`src/rtl/mdu_pkg.sv`:
```
// mdu_pkg: shared types and constants for the iterative RV32M multiply/divide unit.
//   mdu_op_e   : RV32M funct3 encodings
//   state_e    : controller states
//   DIV_ZERO_Q : quotient returned on divide-by-zero
//   INT_MIN    : most negative 32-bit value (signed-overflow dividend)
package mdu_pkg;

  localparam int unsigned MDU_XLEN = 32;

  typedef enum logic [2:0] {
    OP_MUL    = 3'b000,
    OP_MULH   = 3'b001,
    OP_MULHSU = 3'b010,
    OP_MULHU  = 3'b011,
    OP_DIV    = 3'b100,
    OP_DIVU   = 3'b101,
    OP_REM    = 3'b110,
    OP_REMU   = 3'b111
  } mdu_op_e;

  typedef enum logic [1:0] {
    IDLE = 2'd0,
    CALC = 2'd1,
    DONE = 2'd2
  } state_e;

  localparam logic [MDU_XLEN-1:0] DIV_ZERO_Q = '1;
  localparam logic [MDU_XLEN-1:0] INT_MIN    = 32'h8000_0000;

endpackage

```
`src/rtl/mdu_if.sv`:
```
// mdu_if: request/response channel between execute control (master) and the
// multiply/divide unit (slave).
//   request : in_valid, in_ready, op[2:0], a, b
//   response: out_valid, out_ready, result, zero_flag
interface mdu_if #(
  parameter int unsigned XLEN = 32
);
  logic            in_valid;
  logic            in_ready;
  logic [2:0]      op;
  logic [XLEN-1:0] a;
  logic [XLEN-1:0] b;
  logic            out_valid;
  logic            out_ready;
  logic [XLEN-1:0] result;
  logic            zero_flag;

  modport master (
    output in_valid, op, a, b, out_ready,
    input  in_ready, out_valid, result, zero_flag
  );

  modport slave (
    input  in_valid, op, a, b, out_ready,
    output in_ready, out_valid, result, zero_flag
  );
endinterface

```
`src/rtl/mdu_sign_fix.sv`:
```
// mdu_sign_fix: combinational sign handling around the unsigned iteration core.
//   Front end (request side): op_i, a_i, b_i -> operand magnitudes, effective
//   operand signs, and the RISC-V special-case flag/result (b==0, INT_MIN/-1).
//   Back end (finish side): fop_i, fsa_i, fsb_i, hi_i, lo_i -> final result,
//   where {hi,lo} is the unsigned product, or hi=remainder / lo=quotient.
module mdu_sign_fix
  import mdu_pkg::*;
#(
  parameter int unsigned XLEN = MDU_XLEN
) (
  input  logic [2:0]      op_i,
  input  logic [XLEN-1:0] a_i,
  input  logic [XLEN-1:0] b_i,
  output logic [XLEN-1:0] mag_a_o,
  output logic [XLEN-1:0] mag_b_o,
  output logic            sa_o,
  output logic            sb_o,
  output logic            special_o,
  output logic [XLEN-1:0] special_res_o,

  input  logic [2:0]      fop_i,
  input  logic            fsa_i,
  input  logic            fsb_i,
  input  logic [XLEN-1:0] hi_i,
  input  logic [XLEN-1:0] lo_i,
  output logic [XLEN-1:0] res_o
);

  localparam logic [XLEN-1:0] MIN_V  = {1'b1, {(XLEN-1){1'b0}}};
  localparam logic [XLEN-1:0] ONES_V = '1;

  mdu_op_e op, fop;
  logic    a_signed, b_signed, ovf;
  logic [2*XLEN-1:0] prod, prod_s;

  always_comb begin
    op       = mdu_op_e'(op_i);
    a_signed = op inside {OP_MUL, OP_MULH, OP_MULHSU, OP_DIV, OP_REM};
    b_signed = op inside {OP_MUL, OP_MULH, OP_DIV, OP_REM};
    sa_o     = a_signed & a_i[XLEN-1];
    sb_o     = b_signed & b_i[XLEN-1];
    mag_a_o  = sa_o ? -a_i : a_i;
    mag_b_o  = sb_o ? -b_i : b_i;

    ovf           = (op inside {OP_DIV, OP_REM}) && (a_i == MIN_V) && (b_i == ONES_V);
    special_o     = op_i[2] && ((b_i == '0) || ovf);
    special_res_o = '0;
    if (b_i == '0) special_res_o = op_i[1] ? a_i : ONES_V;
    else if (ovf)  special_res_o = op_i[1] ? '0 : MIN_V;
  end

  always_comb begin
    fop    = mdu_op_e'(fop_i);
    prod   = {hi_i, lo_i};
    prod_s = (fsa_i ^ fsb_i) ? -prod : prod;
    case (fop)
      OP_MUL:                         res_o = prod_s[XLEN-1:0];
      OP_MULH, OP_MULHSU, OP_MULHU:   res_o = prod_s[2*XLEN-1:XLEN];
      OP_DIV, OP_DIVU:                res_o = (fsa_i ^ fsb_i) ? -lo_i : lo_i;
      default:                        res_o = fsa_i ? -hi_i : hi_i;  // remainder follows dividend
    endcase
  end

endmodule

```
`src/rtl/mdu_iter.sv`:
```
// mdu_iter: multi-cycle RV32M multiply/divide unit, one bit per cycle.
//   clk, rst   : rising-edge clock, synchronous active-high reset
//   flush      : synchronous abort of any in-flight op (priority over handshakes)
//   bus.slave  : valid/ready request (op, a, b) and response (result, zero_flag)
// Both multiply and divide run on unsigned magnitudes in a shared hi/lo pair:
//   multiply: lo holds the multiplier, shifted right as the product fills hi:lo
//   divide  : lo holds the dividend, shifted left into hi while quotient bits fill lo
// After the XLEN-th iteration a separate finish cycle applies the sign fix-up,
// keeping the negation off the adder path. Special cases skip the iterations and
// use that finish cycle alone, so they return one cycle after accept.
module mdu_iter
  import mdu_pkg::*;
#(
  parameter int unsigned XLEN = MDU_XLEN
) (
  input  logic clk,
  input  logic rst,
  input  logic flush,
  mdu_if.slave bus
);

  localparam int unsigned CW = $clog2(XLEN);
  localparam logic [1:0] ST_IDLE = IDLE;
  localparam logic [1:0] ST_CALC = CALC;
  localparam logic [1:0] ST_DONE = DONE;

  logic [1:0]      state_q, state_d;
  logic [CW-1:0]   cnt_q, cnt_d;
  logic            fix_q, fix_d;    // next CALC cycle is the finish cycle
  logic            spec_q, spec_d;  // special case; lo holds the ready result
  logic [2:0]      op_q, op_d;
  logic            sa_q, sa_d, sb_q, sb_d;
  logic [XLEN-1:0] hi_q, hi_d, lo_q, lo_d, mb_q, mb_d;
  logic [XLEN-1:0] result_q, result_d;
  logic            zf_q, zf_d;

  logic [XLEN-1:0] mag_a, mag_b, spec_res, fix_res;
  logic            sa, sb, special;
  logic [XLEN:0]   sum, shifted, diff;

  mdu_sign_fix #(.XLEN(XLEN)) u_sign_fix (
    .op_i          (bus.op),
    .a_i           (bus.a),
    .b_i           (bus.b),
    .mag_a_o       (mag_a),
    .mag_b_o       (mag_b),
    .sa_o          (sa),
    .sb_o          (sb),
    .special_o     (special),
    .special_res_o (spec_res),
    .fop_i         (op_q),
    .fsa_i         (sa_q),
    .fsb_i         (sb_q),
    .hi_i          (hi_q),
    .lo_i          (lo_q),
    .res_o         (fix_res)
  );

  always_comb begin
    state_d  = state_q;
    cnt_d    = cnt_q;
    fix_d    = fix_q;
    spec_d   = spec_q;
    op_d     = op_q;
    sa_d     = sa_q;
    sb_d     = sb_q;
    hi_d     = hi_q;
    lo_d     = lo_q;
    mb_d     = mb_q;
    result_d = result_q;

    sum     = {1'b0, hi_q} + (lo_q[0] ? {1'b0, mb_q} : '0);
    shifted = {hi_q, lo_q[XLEN-1]};
    diff    = shifted - {1'b0, mb_q};

    case (state_q)
      ST_IDLE: begin
        if (bus.in_valid) begin
          op_d   = bus.op;
          sa_d   = sa;
          sb_d   = sb;
          cnt_d  = '0;
          hi_d   = '0;
          fix_d  = special;
          spec_d = special;
          state_d = ST_CALC;
          // mb is the multiplicand or the divisor; lo the multiplier or dividend
          mb_d = bus.op[2] ? mag_b : mag_a;
          lo_d = special ? spec_res : (bus.op[2] ? mag_a : mag_b);
        end
      end
      ST_CALC: begin
        if (fix_q) begin
          result_d = spec_q ? lo_q : fix_res;
          state_d  = ST_DONE;
        end else begin
          if (op_q[2]) begin
            // restoring step: keep the trial subtraction only if it did not borrow
            hi_d = diff[XLEN] ? shifted[XLEN-1:0] : diff[XLEN-1:0];
            lo_d = {lo_q[XLEN-2:0], ~diff[XLEN]};
          end else begin
            hi_d = sum[XLEN:1];
            lo_d = {sum[0], lo_q[XLEN-1:1]};
          end
          cnt_d = cnt_q + 1'b1;
          if (cnt_q == CW'(XLEN-1)) fix_d = 1'b1;
        end
      end
      ST_DONE: begin
        if (bus.out_ready) state_d = ST_IDLE;
      end
      default: state_d = ST_IDLE;
    endcase

    if (flush) begin
      state_d  = ST_IDLE;
      result_d = result_q;
    end

    zf_d = (result_d == '0);
  end

  always_ff @(posedge clk) begin
    if (rst) begin
      state_q  <= ST_IDLE;
      cnt_q    <= '0;
      fix_q    <= 1'b0;
      spec_q   <= 1'b0;
      op_q     <= '0;
      sa_q     <= 1'b0;
      sb_q     <= 1'b0;
      hi_q     <= '0;
      lo_q     <= '0;
      mb_q     <= '0;
      result_q <= '0;
      zf_q     <= 1'b1;
    end else begin
      state_q  <= state_d;
      cnt_q    <= cnt_d;
      fix_q    <= fix_d;
      spec_q   <= spec_d;
      op_q     <= op_d;
      sa_q     <= sa_d;
      sb_q     <= sb_d;
      hi_q     <= hi_d;
      lo_q     <= lo_d;
      mb_q     <= mb_d;
      result_q <= result_d;
      zf_q     <= zf_d;
    end
  end

  assign bus.in_ready  = (state_q == ST_IDLE);
  assign bus.out_valid = (state_q == ST_DONE);
  assign bus.result    = result_q;
  assign bus.zero_flag = zf_q;

endmodule

```
`src/flat_wrapper.sv`:
```
// flat-port wrapper written by rule: the top's interface ports become plain ports
module mdu_iter_flat import mdu_pkg::*;
#(
  parameter int unsigned XLEN = MDU_XLEN
)
  (clk, rst, flush, bus_in_valid, bus_op, bus_a, bus_b, bus_out_ready, bus_in_ready, bus_out_valid, bus_result, bus_zero_flag);
  mdu_if #(.XLEN(XLEN)) bus_i ();
  input  logic clk;
  input  logic rst;
  input  logic flush;
  input wire logic [$bits(bus_i.in_valid)-1:0] bus_in_valid;
  input wire logic [$bits(bus_i.op)-1:0] bus_op;
  input wire logic [$bits(bus_i.a)-1:0] bus_a;
  input wire logic [$bits(bus_i.b)-1:0] bus_b;
  input wire logic [$bits(bus_i.out_ready)-1:0] bus_out_ready;
  output wire logic [$bits(bus_i.in_ready)-1:0] bus_in_ready;
  output wire logic [$bits(bus_i.out_valid)-1:0] bus_out_valid;
  output wire logic [$bits(bus_i.result)-1:0] bus_result;
  output wire logic [$bits(bus_i.zero_flag)-1:0] bus_zero_flag;
  assign bus_i.in_valid = bus_in_valid;
  assign bus_i.op = bus_op;
  assign bus_i.a = bus_a;
  assign bus_i.b = bus_b;
  assign bus_i.out_ready = bus_out_ready;
  assign bus_in_ready = bus_i.in_ready;
  assign bus_out_valid = bus_i.out_valid;
  assign bus_result = bus_i.result;
  assign bus_zero_flag = bus_i.zero_flag;
  mdu_iter #(.XLEN(XLEN)) u_core (.clk(clk), .rst(rst), .flush(flush), .bus(bus_i));
endmodule
```
`config.mk`:
```
export PLATFORM = sky130hd
export DESIGN_NAME = mdu_iter_flat
export DESIGN_NICKNAME = d
export VERILOG_FILES = /design/src/rtl/mdu_pkg.sv /design/src/rtl/mdu_if.sv /design/src/rtl/mdu_sign_fix.sv /design/src/rtl/mdu_iter.sv /design/src/flat_wrapper.sv
export SDC_FILE = /design/constraint.sdc
export NUM_CORES = 1
export LEC_CHECK = 0
export ABC_CLOCK_PERIOD_IN_PS = 5700
export CAP_MARGIN = 20
export CORE_ASPECT_RATIO = 0.9
export CORE_MARGIN = 4
export CORE_UTILIZATION = 25
export DETAILED_ROUTE_END_ITERATION = 16
export PLACE_DENSITY = 0.45
export SYNTH_ARGS = -nofsm -noshare
export SYNTH_HDL_FRONTEND = slang
export SYNTH_SLANG_ARGS = --single-unit
```
`constraint.sdc`:
```
create_clock -name clk -period 5.7 [get_ports clk]
set_input_delay 1.14 -clock clk [delete_from_list [all_inputs] [get_ports clk]]
set_output_delay 1.14 -clock clk [all_outputs]
set_load 0.02 [all_outputs]
```
==> results.md <==
- Status: finished, final reports clean
- DR pass1 iterations: 6
- Synthesis-to-layout area growth: 15.4%
- Int Power: 2.21 mW
- Synth Cell Area: 0.0156 mm^2
- Clock Sinks: 143
- Ys flop type: dfxtp_1
- Synth unique cells: 92
- Pwr/cell area: 201 mW/mm^2
- Die Wd: 271 um
- Slew Limit Fails: 0
- Remaining DRCs: 0
- Die area: 0.0663 mm^2
- CTS Buf Count: 17
- Worst clock skew: 0.0157 ns
- Grt ovf: 0
- Clk pwr share: 34.8%
- Post_cts resized: 0
- Post-synth ARST share: 0%
- Seq pwr share: 32.0%
- Synth Register Bits: 143
- Hold Path Class: register to register
- Die height: 245 um
- Vias in the first global route: 16200
- Syn Area/Cell: 7.00 um^2
- Net switching fraction of the power: 38.7%
- Yosys top cell by area: dfxtp_1
- Design Power: 3.60 mW
- Drt wl/cell: 24.1 um
- Seq/Total Area, Yosys: 18.4%
- EDFF count, synth: 0
- Io pins: 107
- Critical-path maximum fanout: 22
- Synth top area share: 18.4%
- Setup TNS: 0 ns
- Worst Max-Slew Pin Slew: 1.16 ns
- Initial Util: 25.3%
- H-Tree Level Count: 4
- Maximum vdd drop: 0.160 mV
- Core region area: 0.0614 mm^2
- Final GP Congestion: 0.957
- Worst R2R Start: u_core.lo_q[0]$_SDFFE_PP0P_
- Startpoint types: register
- FMAX: 216 MHz
- Switching power total: 1.39 mW
- TritonCTS clock tree: yes
- DR vias: 17500
- Number of cells on the worst hold path: 2
- Reg2reg path depth: 12
- Rel. slew slack: 22.4%
- RSZ-0062 raised after global routing: false
- Global Route Usage Sum: 21.4%
- Setup crit end: u_core.bus.zero_flag$_SDFF_PP1_
- Reg2reg end: u_core.bus.zero_flag$_SDFF_PP1_
- Share of cells above drive strength 1: 6.14%
- Register clock-pin slew on the reported worst setup and hold paths: 0.07 ns
- First-pass GRT wire length: 109 mm
- Post-Syn Instances: 2225
- # rows: 86
- Kind of critical path: register to register
- Clock tree buffer depth: 2
- NumNets Final: 2346
- Crit path launch: u_core.lo_q[0]$_SDFFE_PP0P_
- DR iter-0 viols: 2027
- DP Wirelength: 56.2 mm
- Port bufs: 106
- Syn_nets: 2370
- Pin count of the biggest net entering global routing: 71
- Top cells by area, synth: dfxtp_1 18%, a21oi_1 5.9%, ha_1 5.7%, nor2_1 5.6%, xnor2_1 4.9%
- R2r setup slk: 1.07 ns
- CP endpoint kind: register
- Fin crit period: 4.63 ns
- Hold Vio Cnt, Final: 0
- Comb pwr share: 33.3%
- Antenna violations before repair: 2
- Max-cap violations: 0
- Root buffer cell: clkbuf_16
- Vias per inst: 5.75
- Synth warn: 0
- Setup-failing EPs final: 0
- CTS Hold Bufs: 0
- Tcrit/Tclk final: 81.3%
- Required time worst endpoint: 6.09 ns
- Critical Path AT: 5.02 ns
- Routed Antenna Nets: 0
- Antenna diode count: 0
- Leakage: 6.75 nW
- Clk_lat worst skew: 0.47 ns
- Fillers: 6695
- Post-CTS setup buffer count: 0
- Final WL: 73.6 mm
[power by group through the flow]
stage	Combinational [mW]	Sequential (mW)	Clock (mW)
floorplan	0.799	1.09	0
global placement	1.17	1.17	0
detailed placement	1.17	1.17	0
CTS	1.17	1.15	1.28
global route	1.29	1.16	1.32
finish	1.20	1.15	1.25
[worst min path at each step]
stage	start	endpoint	slack, ns
2_1_floorplan	u_core.mb_q[13]$_SDFFE_PP0P_	u_core.mb_q[13]$_SDFFE_PP0P_	0.43
3_3_place_gp	u_core.mb_q[4]$_SDFFE_PP0P_	u_core.mb_q[4]$_SDFFE_PP0P_	0.44
3_5_place_dp	u_core.mb_q[8]$_SDFFE_PP0P_	u_core.mb_q[8]$_SDFFE_PP0P_	0.45
4_1_cts	u_core.mb_q[8]$_SDFFE_PP0P_	u_core.mb_q[8]$_SDFFE_PP0P_	0.46
5_1_grt	u_core.mb_q[1]$_SDFFE_PP0P_	u_core.mb_q[1]$_SDFFE_PP0P_	0.48
6_report	u_core.mb_q[8]$_SDFFE_PP0P_	u_core.mb_q[8]$_SDFFE_PP0P_	0.45
[logic make-up (layout without fill, tap and decap cells)]
logic type      Yosys count  after routing  synth area share (%)
flops                   143            143                  18.4
fa+ha+maj                73             73                  5.96
xor+xnor                163            163                  9.17
simple gates            783            783                  24.8
mux                      53             53                  3.47
compound gates          736            736                  31.3
buf+inv                 274            263                  6.94
[critical path, stage by stage (launching register included)]
cell      delay (ns)
dfxtp_1         0.38
inv_1           0.67
ha_1            0.35
or3b_1          0.50
nor3_1          0.37
and4_1          0.62
a211oi_1        0.16
o31ai_1         0.37
nand2_1         0.09
a2111o_1        0.48
nor4_2          0.30
nand4_1         0.14
o21bai_2        0.12
[cells in the final DEF, fill, tap and decap left out, types with 35 or more instances in the layout]
cell and count:
nor3_1 75, nor2_1 230, or3_1 37, o21ai_0 150, inv_1 75, a31oi_1 35, nand2_1 190, nand3_1 53
xnor2_1 86, a21o_1 42, mux2i_1 45, ha_1 71, o211ai_1 53, buf_4 47, clkdlybuf4s50_1 104, a21oi_1 184
dfxtp_1 142, a211oi_1 41, xor2_1 75
[registers in the layout, indices dropped and copies added, names as in the netlist]
register and count:
u_core.bus.result 32, u_core.hi_q 32, u_core.lo_q 32, u_core.mb_q 32, u_core.cnt_q 5, u_core.op_q 3
u_core.state_q 2, u_core.bus.zero_flag 1, u_core.fix_q 1, u_core.sa_q 1, u_core.sb_q 1, u_core.spec_q 1
[cell type report]
cell class | count | area, um^2 | area share [%]
timing repair buffer | 154 | 1450 | 8.05
inverter | 77 | 289 | 1.61
multi-input combinational | 1808 | 11700 | 65.1
clock inverter | 13 | 186 | 1.04
clock buffer | 19 | 443 | 2.47
sequential | 143 | 2870 | 16.0
tap | 836 | 1050 | 5.82
[through the flow]
step / std cells / utilization (%) / hold slack, ns / area, um^2 / setup WS (ns)
finish: 3050 / 29.2 / 0.454 / 18000 / 1.07
global route: 3050 / 29.2 / 0.482 / 18000 / 0.771
CTS: 3049 / 29.2 / 0.457 / 17900 / 1.20
detailed placement: 3017 / 28.2 / 0.448 / 17300 / 1.04
global placement: 3017 / 28.2 / 0.444 / 17300 / 1.09
floorplan: 2225 / - / 0.432 / 15600 / 1.89
[cell usage after synthesis, drive strengths merged (9+ instances only)]
cell type  count
nor3          78
clkbuf       158
nor2         232
nand4         29
a21o          42
xor2          76
and3          21
o211ai        53
o41ai         18
o2111ai        9
ha            71
a21oi        185
nand2        191
a31oi         35
o31ai         34
inv           75
o21bai         9
o21ai        156
a211oi        42
dfxtp        143
o21a          12
or4           19
and4          11
buf           39
o311ai        11
nor2b         18
mux2i         45
a22oi         14
o221ai        16
xnor2         87
o22ai         13
nand2b        15
nor4          37
a221oi        14
nand3         53
or2           10
or3           38
[routing by layer]
metal	vias to the layer above	share of wire (%)	wire length, um	GRT usage (%)
met3	126	8.6	6330	4.45
met1	8397	47	34900	31.2
met2	839	40	29600	30.7
met5	-	0	0	0
met4	0	3.8	2800	8.22
li1	8168	-	-	-
No activity file was read; power rests on OpenSTA's default activity.
